[src/rtl/can_pkg.sv]
// Shared CAN definitions for the bit-level transmit and receive blocks.
package can_pkg;

  localparam logic CAN_RECESSIVE   = 1'b1;
  localparam int   CAN_STUFF_LIMIT = 5;

  typedef enum logic [1:0] {
    TX_IDLE  = 2'd0,
    TX_DATA  = 2'd1,
    TX_STUFF = 2'd2
  } can_tx_state_t;

  // System clocks per nominal CAN bit.
  function automatic int can_clks_per_bit(input int clk_mhz, input int rate_kbits);
    return (clk_mhz * 1000) / rate_kbits;
  endfunction

endpackage

[src/rtl/can_bit_timer.sv]
// Per-bit counter: runs 0..N-1 while i_run is high, held at 0 otherwise.
// o_bit_end marks the last cycle of each bit period.
module can_bit_timer #(
  parameter int N = 100
) (
  input  logic i_clk,
  input  logic i_rst,
  input  logic i_run,
  output logic o_bit_end
);

  localparam int             W    = (N > 1) ? $clog2(N) : 1;
  localparam logic [W-1:0]   LAST = W'(N - 1);

  logic [W-1:0] r_cnt;

  // Count within the bit, wrap at the bit end so the next bit starts at 0.
  always_ff @(posedge i_clk or posedge i_rst) begin
    if (i_rst) begin
      r_cnt <= '0;
    end else if (!i_run || (r_cnt == LAST)) begin
      r_cnt <= '0;
    end else begin
      r_cnt <= r_cnt + W'(1);
    end
  end

  assign o_bit_end = i_run && (r_cnt == LAST);

endmodule

[src/rtl/can_tx_bit.sv]
// Bit-level CAN transmitter. Drives one accepted bit per nominal bit period
// and, when CAN_TX_BIT_STUFF_EN is defined, inserts a complement stuff bit
// after five equal bits. Line is recessive whenever idle.
module can_tx_bit
  import can_pkg::*;
#(
  parameter int clk_speed_MHz      = 100,
  parameter int can_bit_rate_Kbits = 1000
) (
  input  logic i_clk,
  input  logic i_rst,
  input  logic i_en,
  input  logic i_din,
  input  logic i_din_valid,
  output logic o_din_ready,
  output logic o_tx,
  output logic o_busy,
  output logic o_bit_start,
  output logic o_stuff_ins,
  output logic o_underrun
);

  localparam int N = can_clks_per_bit(clk_speed_MHz, can_bit_rate_Kbits);

  can_tx_state_t r_state;
  logic          r_tx;
  logic          r_busy;
  logic          r_bit_start;
  logic          r_stuff_ins;
  logic          r_underrun;
  logic          w_bit_end;
  logic          w_stuff_pend;
  logic          w_din_ready;
  logic          w_xfer;

`ifdef CAN_TX_BIT_STUFF_EN
  logic [2:0]    r_run;
  logic          r_last;
  assign w_stuff_pend = (r_run == 3'(CAN_STUFF_LIMIT));
`else
  assign w_stuff_pend = 1'b0;
`endif

  can_bit_timer #(.N(N)) u_timer (
    .i_clk     (i_clk),
    .i_rst     (i_rst),
    .i_run     (r_state != TX_IDLE),
    .o_bit_end (w_bit_end)
  );

  // Handshake: any cycle in idle, otherwise only at a bit end with no stuff due.
  always_comb begin
    w_din_ready = 1'b0;
    if (!i_rst) begin
      case (r_state)
        TX_IDLE: w_din_ready = i_en;
        default: w_din_ready = i_en && w_bit_end && !w_stuff_pend;
      endcase
    end
  end

  assign w_xfer = w_din_ready && i_din_valid;

  // Transmit FSM with registered line and status outputs.
  always_ff @(posedge i_clk or posedge i_rst) begin
    if (i_rst) begin
      r_state     <= TX_IDLE;
      r_tx        <= CAN_RECESSIVE;
      r_busy      <= 1'b0;
      r_bit_start <= 1'b0;
      r_stuff_ins <= 1'b0;
      r_underrun  <= 1'b0;
`ifdef CAN_TX_BIT_STUFF_EN
      r_run       <= 3'd0;
      r_last      <= CAN_RECESSIVE;
`endif
    end else begin
      r_bit_start <= 1'b0;
      r_stuff_ins <= 1'b0;
      r_underrun  <= 1'b0;
      case (r_state)
        TX_IDLE: begin
          if (w_xfer) begin
            r_state     <= TX_DATA;
            r_tx        <= i_din;
            r_busy      <= 1'b1;
            r_bit_start <= 1'b1;
`ifdef CAN_TX_BIT_STUFF_EN
            r_run       <= 3'd1;
            r_last      <= i_din;
`endif
          end else begin
            r_tx   <= CAN_RECESSIVE;
            r_busy <= 1'b0;
          end
        end
        default: begin
          if (w_bit_end) begin
`ifdef CAN_TX_BIT_STUFF_EN
            if (w_stuff_pend) begin
              // Stuff bit opens a new run of the complement value.
              r_state     <= TX_STUFF;
              r_tx        <= ~r_last;
              r_last      <= ~r_last;
              r_run       <= 3'd1;
              r_bit_start <= 1'b1;
              r_stuff_ins <= 1'b1;
            end else
`endif
            if (w_xfer) begin
              r_state     <= TX_DATA;
              r_tx        <= i_din;
              r_bit_start <= 1'b1;
`ifdef CAN_TX_BIT_STUFF_EN
              r_run       <= (i_din == r_last) ? (r_run + 3'd1) : 3'd1;
              r_last      <= i_din;
`endif
            end else begin
              r_state    <= TX_IDLE;
              r_tx       <= CAN_RECESSIVE;
              r_busy     <= 1'b0;
              r_underrun <= i_en;
            end
          end
        end
      endcase
    end
  end

  assign o_din_ready = w_din_ready;
  assign o_tx        = r_tx;
  assign o_busy      = r_busy;
  assign o_bit_start = r_bit_start;
  assign o_stuff_ins = r_stuff_ins;
  assign o_underrun  = r_underrun;

endmodule

[config.mk]
export PLATFORM = sky130hd
export DESIGN_NAME = can_tx_bit
export DESIGN_NICKNAME = d
export VERILOG_FILES = /design/src/rtl/can_pkg.sv /design/src/rtl/can_bit_timer.sv /design/src/rtl/can_tx_bit.sv
export SDC_FILE = /design/constraint.sdc
export NUM_CORES = 1
export LEC_CHECK = 0
export BUFFER_PORTS_ARGS = -buffer_cell sky130_fd_sc_hd__buf_2
export CORE_AREA = 2 2 39 41
export DETAILED_ROUTE_END_ITERATION = 8
export DIE_AREA = 0 0 41 43
export PLACE_DENSITY_LB_ADDON = 0.1
export SETUP_SLACK_MARGIN = 0.4
export SLEW_MARGIN = 30
export SYNTH_ARGS = -nofsm -noshare
export SYNTH_HDL_FRONTEND = slang
export SYNTH_HIERARCHICAL = 1
export SYNTH_SLANG_ARGS = --single-unit
[constraint.sdc]
create_clock -name i_clk -period 2.75 [get_ports i_clk]
set_input_delay 0.275 -clock i_clk [delete_from_list [all_inputs] [get_ports i_clk]]
set_output_delay 0.275 -clock i_clk [all_outputs]
set_load 0.02 [all_outputs]
Yosys cells after proc, flatten, opt, wreduce, memory -nomap -nowiden
Index checks and enable logic that the tools add are counted.
{"block": "classes", "n_eq_ne": 3, "n_addsub": 1, "reduce_logical": 10, "muxes": 19}
{"operator": "1-bit 2-to-1 mux", "count": 15}
{"operator": "7-bit by 1-bit adder with 7-bit output, second input constant", "count": 1}
{"operator": "7-bit equality test, second input constant", "count": 1}
{"operator": "7-bit 2-to-1 mux", "count": 1}
{"operator": "2-bit 2-to-1 mux", "count": 3}
{"operator": "2-bit AND reduction", "count": 2}
{"operator": "2-bit nonzero test", "count": 2}
{"operator": "1-bit logical AND", "count": 3}
{"operator": "2-bit logical NOT", "count": 1}
{"operator": "2-bit by 1-bit inequality test with 1-bit output, second input constant", "count": 1}
{"operator": "2-bit inequality test, second input constant", "count": 1}
{"operator": "1-bit logical NOT", "count": 1}
{"operator": "1-bit logical OR", "count": 1}
{"block": "totals", "register_bits": 13, "inputBits": 5}

Longest topological paths before layout
{"block": "logic_depth", "word_depth": 9, "depth_mapped": 5, "ltp_nobuf": 5}

Modules after synthesis
The synthesis kept the hierarchy.
{"mod": "can_bit_timer", "area_per_inst_um2": 334.1, "n_inst": 1, "cells_per_inst": 33}
{"mod": "can_tx_bit", "area_per_inst_um2": 214.0, "n_inst": 1, "cells_per_inst": 20}

Worst setup path before layout
Ideal clock, no wire load.
{"block": "synth_path", "path_type": "register to output", "from": "register u_timer.r_cnt[3]", "to": "output port o_din_ready", "arrival_ns": 1.638, "path_slack_ns": 0.837, "t_required_ns": 2.475, "path_stages_with_launch": 5, "cell_sequence": "dfrtp_1 or4b_4 nor3_1 nand2b_1 and3_1"}
{"block": "synth_via", "elab_chain_cells": 5}
{"item": "from (decl)", "line": "can_bit_timer.sv:15", "rtl": "logic [W-1:0] r_cnt;"}
{"item": "from (signal assigned)", "line": "can_bit_timer.sv:24", "rtl": "r_cnt <= r_cnt + W'(1);"}
{"item": "7-bit equality test", "line": "can_bit_timer.sv:28", "rtl": "assign o_bit_end = i_run && (r_cnt == LAST);"}
{"item": "1-bit logical AND", "line": "can_bit_timer.sv:28"}
{"item": "net w_bit_end", "line": "can_tx_bit.sv:31", "rtl": "logic w_bit_end;"}
{"item": "1-bit logical AND", "line": "can_tx_bit.sv:57", "rtl": "default: w_din_ready = i_en && w_bit_end && !w_stuff_pend;"}
{"item": "1-bit 2-to-1 mux", "line": "can_tx_bit.sv:55", "rtl": "case (r_state)"}
{"item": "1-bit 2-to-1 mux", "line": "can_tx_bit.sv:54", "rtl": "if (!i_rst) begin"}
{"item": "to (decl)", "line": "can_tx_bit.sv:15", "rtl": "output logic o_din_ready,"}
The timed path passes the listed nets, and every way through them passes these cells.

Final worst setup path
Ends and elaborated chain as after synthesis.

==> out/results.tsv <==
stage	metric	value	unit
run_status	status	finished clean	
logic_synthesis	largest family of logic cells by synthesized area	simple AND/OR/NAND/NOR gates	
critical_path	crit-path cells	or4b_4, nor3_4, nand2b_1, and3_1, buf_2	
logic_synthesis	mux share of post-synthesis cell area	0	%
die	FP Rows	14	
logic_synthesis	simple-gate share of the synthesized area	23.1	%
logic_synthesis	Synth Area in Adders	2.28	%
logic_synthesis	cell area after synthesis	548	um^2
die	die height	43	um
critical_path	crit path DAT	1900	ps
clocking	CTS tree	done	
timing	Final setup viols	0	
pwr	leak pwr	0.000311	uW
clocking	worst skew pair latency	270	ps
timing	Period minus WS final	2180	ps
logic_synthesis	post-synth top area share	50.2	%
clocking	CTS H-tree depth	1	
timing	RSZ-0062 raised after global routing	false	
pwr	PD cells	492	mW/mm^2
route	Total Wirelength	968	um
logic_synthesis	most instantiated cells after synthesis	dfrtp_1 (11), nor2_1 (6), a21oi_1 (4), inv_1 (4), nand3_1 (4)	
global_route	vias in the first global route	421	
clocking	clk root buf	clkbuf_4	
route	DRC Markers	0	
timing	crit share post-route	79.2	%
logic_synthesis	Yosys Warn Count	6	
final_layout	fin area	663	um^2
final_layout	Area Growth Syn to Fin	21.0	%
clocking	clock sink total	12	
clocking	postcts setup bufs	0	
critical_path	Crit. End Element	output port	
route	antenna-violating nets left	0	
global_route	initial antenna violation count	0	
critical_path	Crit path depth	5	
logic_synthesis	compound-gate portion of the synthesized area	10.0	%
place	post-DP HPWL	749	um
critical_path	Startpoint Class	flop	
flow_run	max cap viols	0	
die	Top Ports	11	
min_path	HP Class	in2reg	
place	Area after DPL	606	um^2
min_path	WHS Path Cells	2	
logic_synthesis	sequential share of the synthesized area	55.0	%
critical_path	Setup CP Type	reg2out	
logic_synthesis	Yosys cell types	23	
clocking	clock slew at reported path FFs	70	ps
final_layout	fillers	143	
die	die area	0.00176	mm^2
die	Initial Utilization	39.6	%
logic_synthesis	most common cell in the netlist	dfrtp_1	
global_route	largest net degree at the start of global routing	8	
route	wire per inst	11.8	um
place	# port buffers	9	
critical_path	CP max stage delay	590	ps
final_layout	layout cells sized above 1	25.8	%
pwr	worst vdd ir	0.240	mV
route	initial drt markers	4	
logic_synthesis	Area contributors post-synth	dfrtp_1 (50%), dfstp_2 (4.8%), nor2_1 (4.1%)	
die	DIE WIDTH	41	um
global_route	global route overflow	0	
place	Final GP Congestion	0.700	
final_layout	diodes inserted	0	
logic_synthesis	post-synthesis xor/xnor area fraction	4.79	%
logic_synthesis	syn avg cell area	10.3	um^2
timing	Worst Clk Skew	5.70	ps
global_route	first-pass GRT wire length	1.66	mm
timing	Slew Viols, Final	0	
critical_path	Crit path buffers/inverters	1	
timing	maximum clock rate	459	MHz
logic_synthesis	leading area contributor after synthesis	dfrtp_1	
critical_path	worst r2r path cells	4	
critical_path	CP max stage cell	or4b_4	
critical_path	CP delay by family, top	simple AND/OR/NAND/NOR gates	
critical_path	CP required	2480	ps
final_layout	Final nets	73	
clocking	CTS max path bufs	2	
critical_path	Crit Path Max Fanout	4	
logic_synthesis	Post-synth EDFFs	0	
timing	Hold Violations, Final	0	
logic_synthesis	dominant synthesized flop cell	dfrtp_1	
timing	TNS Setup	0	ps
logic_synthesis	ys async rst share	100	%
route	via count	429	
logic_synthesis	Seq cells post-synth	12	
route	first drt pass iteration count	4	
route	vias per inst	5.23	
logic_synthesis	post-synthesis cell count	53	
final_layout	Final Util	47.9	%
logic_synthesis	Post-Syn Nets	59	
clocking	total CTS buffers	3	
global_route	GRT Total Usage	14.4	%
die	core box area	0.00138	mm^2
[per-layer routing]
| layer | GRT usage [%] | share of wire (%) | vias to the layer above |
|---|---|---|---|
| met5 | 0 | 0 | - |
| met4 | 8.00 | 0 | 0 |
| met3 | 4.71 | 6.3 | 0 |
| met2 | 23.8 | 52 | 9 |
| met1 | 14.9 | 42 | 215 |
| li1 | - | - | 205 |
[registers in the layout, summed over array words and instances, names as in the netlist]
register / count
r_state: 1
o_underrun: 1
o_bit_start: 1
u_timer/r_cnt: 7
o_tx: 1
o_busy: 1
[layout by cell type, fill, tap and decap left out]
cell,instances
dfstp_2,1
nand2b_1,1
and3_1,1
or4b_4,1
or3b_1,1
o21ai_0,2
nor2_1,6
nand3_1,4
xor2_1,2
a21oi_1,4
clkbuf_4,3
o31a_1,1
nand2_1,3
dlygate4sd3_1,1
xnor2_1,1
conb_1,1
buf_2,9
o21ai_4,1
clkbuf_8,1
nor2b_1,2
or3_1,2
nor3_4,1
dfrtp_1,11
ha_1,1
inv_1,4
nand3b_1,1
[logic make-up after synthesis]
kind of cell | Yosys count
compound gates | 8
xor+xnor | 3
fa+ha+maj | 1
buf+inv | 5
flops | 12
other cells | 1
simple gates | 23
[repair_timing]
| item | 4_1_cts | 5_1_grt |
|---|---|---|
| hold buffers | 1 | 0 |
| resized for setup | 1 | 1 |
| endpoints found under the setup margin | 1 | 1 |
| endpoints found under the hold margin | 11 | 0 |
[layout make-up]
class	instances	area [um^2]	share of cell area [%]
Timing Repair Buffer	10	55.1	8.30
Clock buffer	4	36.3	5.47
Tap cell	16	20.0	3.02
Sequential cell	12	302	45.5
Inverter	4	15.0	2.26
Multi-Input combinational cell	36	235	35.5
[metrics by stage]
step | power, uW | setup WS, ps | cells | hold slack, ps
after floorplan | 186 | 837 | 53 | 66.4
after global placement | 190 | 757 | 77 | 220
after detailed placement | 190 | 701 | 77 | 221
after CTS | 335 | 514 | 82 | 171
after global routing | 345 | 445 | 82 | 185
final | 326 | 571 | 82 | 187
[power breakdown]
| group | total [uW] | internal, uW | switching (uW) |
|---|---|---|---|
| Sequential | 176 | 176 | 0 |
| Combinational | 10.7 | 3.57 | 7.13 |
| Clock | 139 | 80.4 | 58.5 |
[worst reg2reg max path: cells and delay by family, from the launching register on]
| kind | cells | cell delay [ps] |
|---|---|---|
| AOI/OAI and AO/OA | 1 | 270 |
| DFF | 1 | 420 |
| and+or+nand+nor | 3 | 840 |
[worst paths after layout]
kind / from / endpoint / slack (ps)
hold / removal: i_din_valid / o_underrun / 190
min in group asynchronous: i_rst / r_state[0] / 470
setup reg to reg: u_timer/r_cnt[3] / o_tx / 1170
max in group asynchronous: i_rst / o_tx / 2030
hold reg to reg: u_timer/r_cnt[0] / u_timer/r_cnt[0] / 480
setup / recovery: u_timer/r_cnt[3] / o_din_ready / 570
Power figures use the tool's default switching activity.
